==> config.mk <==
export PLATFORM = sky130hd
export DESIGN_NAME = if_fetch_unit
export DESIGN_NICKNAME = d
export VERILOG_FILES = /design/src/rtl/cpu_pipe_pkg.sv /design/src/rtl/if_skid_reg.sv /design/src/rtl/if_fetch_unit.sv
export SDC_FILE = /design/constraint.sdc
export NUM_CORES = 1
export LEC_CHECK = 0
export CAP_MARGIN = 20
export CORE_ASPECT_RATIO = 1.5
export CORE_MARGIN = 3
export CORE_UTILIZATION = 40
export DETAILED_ROUTE_END_ITERATION = 6
export PLACE_DENSITY_LB_ADDON = 0.05
export SETUP_SLACK_MARGIN = 0.5
export SLEW_MARGIN = 20
export SYNTH_ARGS = -nofsm -noshare
export SYNTH_HDL_FRONTEND = slang
export SYNTH_SLANG_ARGS = --single-unit
==> constraint.sdc <==
create_clock -name clk -period 5.1 [get_ports clk]
set_clock_uncertainty 0.1 [all_clocks]
set_input_delay 0.51 -clock clk [delete_from_list [all_inputs] [get_ports clk]]
set_output_delay 0.51 -clock clk [all_outputs]
set_load 0.05 [all_outputs]
==> src/rtl/cpu_pipe_pkg.sv <==
// Shared definitions for the 16-bit pipeline: fetch FSM states, fetch constants
// and the opcode field accessor.
package cpu_pipe_pkg;

  typedef enum logic [2:0] {
    IDLE,
    FETCH,
    HOLD,
    DRAIN,
    HALTED
  } fetch_state_t;

  localparam logic [15:0] PC_STEP     = 16'd2;
  localparam logic [15:0] NOP_INST    = 16'h0000;
  localparam logic [3:0]  HALT_OPCODE = 4'hF;

  function automatic logic [3:0] opcode(input logic [15:0] inst);
    return inst[15:12];
  endfunction

endpackage

==> src/rtl/if_skid_reg.sv <==
// Single-entry hold register for one fetched instruction and its pc_out value,
// captured when memory answers while the pipeline is stalled.
module if_skid_reg
  import cpu_pipe_pkg::*;
(
  input  logic        clk,
  input  logic        rst,
  input  logic        load,
  input  logic        clear,
  input  logic [15:0] pc_in,
  input  logic [15:0] inst_in,
  output logic        valid,
  output logic [15:0] pc,
  output logic [15:0] inst
);

  always_ff @(posedge clk or posedge rst) begin
    if (rst) begin
      valid <= 1'b0;
      pc    <= 16'h0000;
      inst  <= NOP_INST;
    end else if (clear) begin
      valid <= 1'b0;
    end else if (load) begin
      valid <= 1'b1;
      pc    <= pc_in;
      inst  <= inst_in;
    end
  end

endmodule

==> src/rtl/if_fetch_unit.sv <==
// Instruction fetch stage: owns the PC, runs the imem req/ready handshake and
// presents pc/inst/bubble to the IF/DF buffer every clock.
//
// state  | meaning
// IDLE   | first cycle after reset, issue the first request
// FETCH  | request outstanding (or about to be issued)
// HOLD   | stalled with a returned instruction parked in the skid
// DRAIN  | redirected while a request was in flight, discard its data
// HALTED | HALT presented, no further fetching until redirect
module if_fetch_unit
  import cpu_pipe_pkg::*;
#(
  parameter logic [15:0] RESET_PC    = 16'h0000,
  parameter logic [3:0]  HALT_OPCODE = cpu_pipe_pkg::HALT_OPCODE,
  parameter logic [15:0] NOP_INST    = cpu_pipe_pkg::NOP_INST,
  parameter logic [15:0] PC_STEP     = cpu_pipe_pkg::PC_STEP
) (
  input  logic        clk,
  input  logic        rst,
  input  logic        stall,
  input  logic        redirect,
  input  logic [15:0] redirect_pc,
  output logic        imem_req,
  output logic [15:0] imem_addr,
  input  logic        imem_ready,
  input  logic [15:0] imem_rdata,
  output logic [15:0] pc_out,
  output logic [15:0] inst_out,
  output logic        nop_out,
  output logic        halted
);

  fetch_state_t state, state_d;
  logic [15:0]  pc, pc_d;
  logic         req_d, nop_d, halted_d;
  logic [15:0]  addr_d, pc_out_d, inst_d;
  logic         skid_load, skid_clear, skid_valid;
  logic [15:0]  skid_pc, skid_inst;
  logic [15:0]  next_addr, redir_target;

  assign next_addr    = imem_addr + PC_STEP;
  assign redir_target = {redirect_pc[15:1], 1'b0};

  if_skid_reg u_skid (
    .clk     (clk),
    .rst     (rst),
    .load    (skid_load),
    .clear   (skid_clear),
    .pc_in   (next_addr),
    .inst_in (imem_rdata),
    .valid   (skid_valid),
    .pc      (skid_pc),
    .inst    (skid_inst)
  );

  always_ff @(posedge clk or posedge rst) begin
    if (rst) begin
      state     <= IDLE;
      pc        <= RESET_PC;
      imem_req  <= 1'b0;
      imem_addr <= RESET_PC;
      pc_out    <= RESET_PC;
      inst_out  <= NOP_INST;
      nop_out   <= 1'b1;
      halted    <= 1'b0;
    end else begin
      state     <= state_d;
      pc        <= pc_d;
      imem_req  <= req_d;
      imem_addr <= addr_d;
      pc_out    <= pc_out_d;
      inst_out  <= inst_d;
      nop_out   <= nop_d;
      halted    <= halted_d;
    end
  end

  always_comb begin
    state_d    = state;
    pc_d       = pc;
    req_d      = imem_req;
    addr_d     = imem_addr;
    pc_out_d   = pc_out;
    inst_d     = inst_out;
    nop_d      = nop_out;
    halted_d   = halted;
    skid_load  = 1'b0;
    skid_clear = 1'b0;

    if (redirect) begin
      pc_d       = redir_target;
      skid_clear = 1'b1;
      nop_d      = 1'b1;
      halted_d   = 1'b0;
      // An unanswered request cannot be withdrawn, so wait it out in DRAIN.
      if (imem_req && !imem_ready) begin
        state_d = DRAIN;
      end else begin
        state_d = FETCH;
        req_d   = 1'b1;
        addr_d  = redir_target;
      end
    end else begin
      case (state)
        IDLE: begin
          state_d = FETCH;
          req_d   = 1'b1;
          addr_d  = pc;
        end
        FETCH: begin
          if (imem_req) begin
            if (imem_ready) begin
              pc_d = next_addr;
              if (stall) begin
                skid_load = 1'b1;
                req_d     = 1'b0;
                state_d   = HOLD;
              end else begin
                pc_out_d = next_addr;
                inst_d   = imem_rdata;
                nop_d    = 1'b0;
                if (opcode(imem_rdata) == HALT_OPCODE) begin
                  req_d   = 1'b0;
                  state_d = HALTED;
                end else begin
                  addr_d = next_addr;
                end
              end
            end else if (!stall) begin
              nop_d = 1'b1;
            end
          end else if (!stall) begin
            req_d  = 1'b1;
            addr_d = pc;
            nop_d  = 1'b1;
          end
        end
        HOLD: begin
          if (!stall && skid_valid) begin
            pc_out_d   = skid_pc;
            inst_d     = skid_inst;
            nop_d      = 1'b0;
            skid_clear = 1'b1;
            if (opcode(skid_inst) == HALT_OPCODE) begin
              state_d = HALTED;
            end else begin
              state_d = FETCH;
              req_d   = 1'b1;
              addr_d  = pc;
            end
          end
        end
        DRAIN: begin
          nop_d = 1'b1;
          if (imem_ready) begin
            state_d = FETCH;
            req_d   = 1'b1;
            addr_d  = pc;
          end
        end
        HALTED: begin
          req_d    = 1'b0;
          halted_d = 1'b1;
          if (!stall) nop_d = 1'b1;
        end
        default: state_d = IDLE;
      endcase
    end
  end

endmodule

* After elaboration in Yosys (flattened, before gate mapping) *
Index checks and enable logic that the tools add are counted.
Widths: inputs -> output; s select.

word-level totals
  logic and storage cells = 123
  memory bits (read-only) = 0
  bits in registers = 103
  output and inout bits = 51
  latch bits = 0
  bits in writable memories = 0
  memories kept = 0

operators by class
  add/sub/neg operators = 1
  div/mod/pow operators = 0
  shift-type cells = 0
  bitwise operators = 2
  order comparisons = 0
  reductions and logical operators = 21
  $mul = 0
  mux-type cells = 65
  equality and inequality tests = 23

operators by type and width
  operator               count
  $mux 16                22
  $pmux 16 s2            2
  $pmux 16 s4            1
  $mux 1                 28
  $mux 3                 8
  $ne 4x4->1 const B     5
  $add 16x2->16 const B  1
  $ne 3x3->1 const B     5
  $pmux 3 s5             1
  $ne 2x2->1 const B     6
  $reduce_and 6->1       2
  $reduce_bool 2->1      6
  $reduce_bool 5->1      2
  $reduce_and 9->1       1
  $eq 4x4->1 const B     2
  $eq 3x2->1 const B     2
  $reduce_and 3->1       2
  $reduce_bool 6->1      1
  $ne 5x5->1 const B     1
  $pmux 1 s5             1
  $reduce_and 5->1       1
  $pmux 1 s4             1
  $eq 3x1->1 const B     1
  $eq 3x3->1 const B     1
  other kinds (6)        9

* Logic depth before layout (Yosys ltp) *
  depth in word-level cells = 7
  gate-level depth with buffers = 8
  gate-level depth less buffers = 6

* Hierarchy *
A second synthesis with hierarchy kept.

second synthesis, totals
  cell total of the unflattened synthesis = 546
  area, all modules = 5348.9 sq um

modules (own cells, without submodules)
  module         seq. area each (sq um)  cells an instance  times used  area an instance (sq um)
  if_fetch_unit  1752.9                  473                1           3953.8
  if_skid_reg    825.8                   73                 1           1395.1

* Worst setup path after synthesis *
Ideal clock, no wire load.

  kind = register to register
  start point = register imem_addr[6]
  end point = register imem_addr[14]
  cell stages (with the launch flop) = 5
  slack = 2812 ps
  library setup time = 148 ps
  data arrival time = 2039 ps
  buffers on the path = 0
  cell sequence = dfrtp_1 nand4_1 or4_1 o311ai_0 o221ai_1

on the way
  longest elaborated chain between the ends = 7

ends and longest elaborated chain
  what                    RTL line              text
  from (decl)             if_fetch_unit.sv:24   output logic [15:0] imem_addr,
  from (signal assigned)  if_fetch_unit.sv:70   imem_addr <= addr_d;
  $add 16x2->16           if_fetch_unit.sv:41   assign next_addr = imem_addr + PC_STEP;
  $mux 16                 if_fetch_unit.sv:122  if (opcode(imem_rdata) == HALT_OPCODE) begin
  $mux 16                 if_fetch_unit.sv:114  if (stall) begin
  $mux 16                 if_fetch_unit.sv:112  if (imem_ready) begin
  $mux 16                 if_fetch_unit.sv:111  if (imem_req) begin
  $pmux 16 s4             if_fetch_unit.sv:104  case (state)
  $mux 16                 if_fetch_unit.sv:90   if (redirect) begin

No other way between the ends. The select of a mux whose other input is x is not followed.
A chain may end at the register's enable or synchronous reset.

* Worst setup path in the final report *
  start point = register state[0]
  end point = register u_skid.inst[1]

on the way
  longest elaborated chain between the ends = 5

ends and longest elaborated chain
  what                                   RTL line              text
  from (decl)                            if_fetch_unit.sv:33   fetch_state_t state, state_d;
  from (signal assigned)                 if_fetch_unit.sv:67   state <= state_d;
  $eq 3x2->1                             if_fetch_unit.sv:104
  $mux 1                                 if_fetch_unit.sv:104
  $mux 1                                 if_fetch_unit.sv:90
  $not 1->1 (no source line)             n/a
  $reduce_and 2->1 (no source line) (*)  n/a
  to (signal assigned)                   if_skid_reg.sv:27     inst <= inst_in;
  to (decl)                              if_skid_reg.sv:14     output logic [15:0] inst

Mark *: on every way between the ends. The rest lies on a longest branch, timed or not.

==> metrics.yaml <==
dp_hpwl_um: 8720
clock_power_share_pct: 17.3
power.internal_uw: 2270
synth_cells: 532
switchingPower_uw: 1900
vias: 4199
cts_tree: "done"
syn2layout_area_growth_pct: 25.4
ys_types: 57
avgRoutedWirePerCell_um: 17.1
fin_hold_ws_ns: 0.384
cts_max_level: 3
critPathKind: "reg -> reg"
rsz0062_at_grt: "no"
drc: 0
avgSynthCellArea_um2: 9.47
grt_overflow: 0
required_ns: 5.23
cts_setup_buffers: 0
synth_edf_count: 0
grt_pass1_wl_um: 21300
row_count: 49
ir_worst_vdd_mv: 0.294
period_needed_ns: 3.01
power_leakage_uw: 0.00263
setup_viol: 0
critical_path.startpoint_type: "register"
p_seq_share_pct: 34.3
initial_core_util_pct: 41.5
finalWirelength_um: 13000
tightest_slew_ns: 0.975
drt_iter0_drc: 175
synth_nets: 570
synth_top_area_cell: "dfrtp_1"
ys.flop_type: "dfrtp_1"
die_x_um: 97.6
status: "completed"
root_buffer: "clkbuf_16"
final.setup.tns_ns: 0
nets: 639
antenna_left: 0
power_frac_comb_pct: 48.3
synth_top_area_share_pct: 50.7
die-area_um2: 14000
layout_common_cells: "dfrtp_1, clkdlybuf4s50_1, nand2_1"
relSlewSlack_pct: 34.9
vias_per_cell: 5.53
synth-seq-cells: 103
grt_antenna_before_repair: 0
drv_cap: 0
seq_area_frac_synth_pct: 51.2
grt_max_degree: 72
clk_latency_ns: 0.35
dp.cells: 743
final_common_cell: "dfrtp_1"
syn_area_um2: 5040
cp_max_fo: 42
critPathCaptureType: "register"
io_pins: 88
post_cts_resized: 0
ys_async_sr_fraction_pct: 100
place_congestion: 0.842
grt_pass1_vias: 4153
core_um2: 12100
stdcell_count: 759
yosys_warnings: 0
hold_class: "reg -> reg"
die_y_um: 143
synth_area_leaders: "dfrtp_1, mux2_2, nand2_1"
hold_viol: 0
powerDensity_nw_per_um2: 661
maxSlewViolCount: 0
period_share_pct: 58.9
hold_buffers: 0
grt.total_usage_pct: 18.8
io_buffers: 86
numCtsBuffers: 9
cts_buffer_depth: 2
antennaDiodeCount: 0
fmax_mhz: 333
switching_share_pct: 45.6
drive_above_1_share_pct: 9.74
drtPass1Iterations: 5
cp.arrival_ns: 3.14
cts.sinks: 103
cts.clk_slew.worst_paths_ns: 0.07
==> final timing paths <==
check / startpoint / endpoint / slack, ns / cells after the start
max: state[0] / u_skid.inst[1] / 2.09 / 3
min: u_skid.pc[13] / u_skid.pc[13] / 0.38 / 2
max reg2reg: state[0] / u_skid.inst[1] / 2.09 / 3
min reg2reg: u_skid.pc[13] / u_skid.pc[13] / 0.38 / 2
max in group asynchronous: rst / u_skid.inst[7] / 3.31 / 3
min in group asynchronous: rst / state[0] / 0.59 / 2
==> cells by family after synthesis <==
| family | after synthesis | synth area share, % |
|---|---|---|
| and+or+nand+nor | 185 | 16.6 |
| AOI/OAI and AO/OA | 150 | 19.0 |
| muxes | 27 | 5.99 |
| buffers and inverters | 53 | 4.67 |
| xor gates and xnor gates | 13 | 2.26 |
| adders and majority gates | 1 | 0.248 |
| DFF | 103 | 51.2 |
==> through the flow <==
step | cell area [um2] | power [uW] | setup slack [ns] | utilization [%]
finish | 6320 | 4170 | 2.09 | 52.0
global route | 6320 | 4430 | 1.89 | 52.0
CTS | 6320 | 4210 | 2.06 | 52.0
detailed placement | 6000 | 3470 | 1.86 | 49.4
global placement | 6000 | 3430 | 1.85 | 49.4
floorplan | 5040 | 2800 | 1.79 | -
==> registers in the layout (all words and copies together), names as in the netlist <==
name          count
pc               16
pc_out           16
imem_req          1
u_skid.inst      16
inst_out         16
nop_out           1
imem_addr        16
u_skid.valid      1
u_skid.pc        16
halted            1
state             3
==> metal layers <==
layer  up-vias  part of all wire [%]  routed length [um]  track usage [%]
li1       2041                     -                   -                -
met4         0                   1.3                 175             6.42
met1      2025                    46                5960             25.0
met3        12                   4.0                 519             2.87
met2       121                    49                6370             31.6
met5         -                     0                   0                0
==> power groups by stage <==
stage / registers, uW / logic [uW] / clock network (uW)
2_1_floorplan: 2010 / 796 / 0
3_3_place_gp: 1430 / 2000 / 0
3_5_place_dp: 1440 / 2030 / 0
4_1_cts: 1430 / 2030 / 743
5_1_grt: 1480 / 2160 / 784
6_report: 1430 / 2020 / 723
==> critical path, stage by stage (launching register included) <==
cell,delay [ns]
dfrtp_1,0.65
nor4b_2,0.66
nand3_2,0.88
mux2_2,0.58
==> synth_stat cells, types with 5 or more instances <==
library cell and instances:
nand2b_1 7, a211oi_1 6, buf_2 11, o21ai_0 50, a22oi_1 6, a31oi_1 22, nand4_1 5, and2_1 5
nand3_1 12, a221oi_1 7, nand2_1 75, buf_4 6, xor2_1 5, mux2_2 25, a21oi_1 25, nor2_1 60
o211ai_1 5, dfrtp_1 102, clkbuf_1 17, xnor2_1 8, inv_1 17
==> cell type report <==
cell class	instances	area (um2)
Tap cell	153	191
Timing Repair Buffer	93	913
Sequential cell	103	2580
Inverter	18	70.1
Clock buffer	10	239
Fill cell	1138	5820
Clock inverter	6	80.1
Multi-Input combinational cell	376	2240
Note: power is estimated with default switching activity, not from simulation.
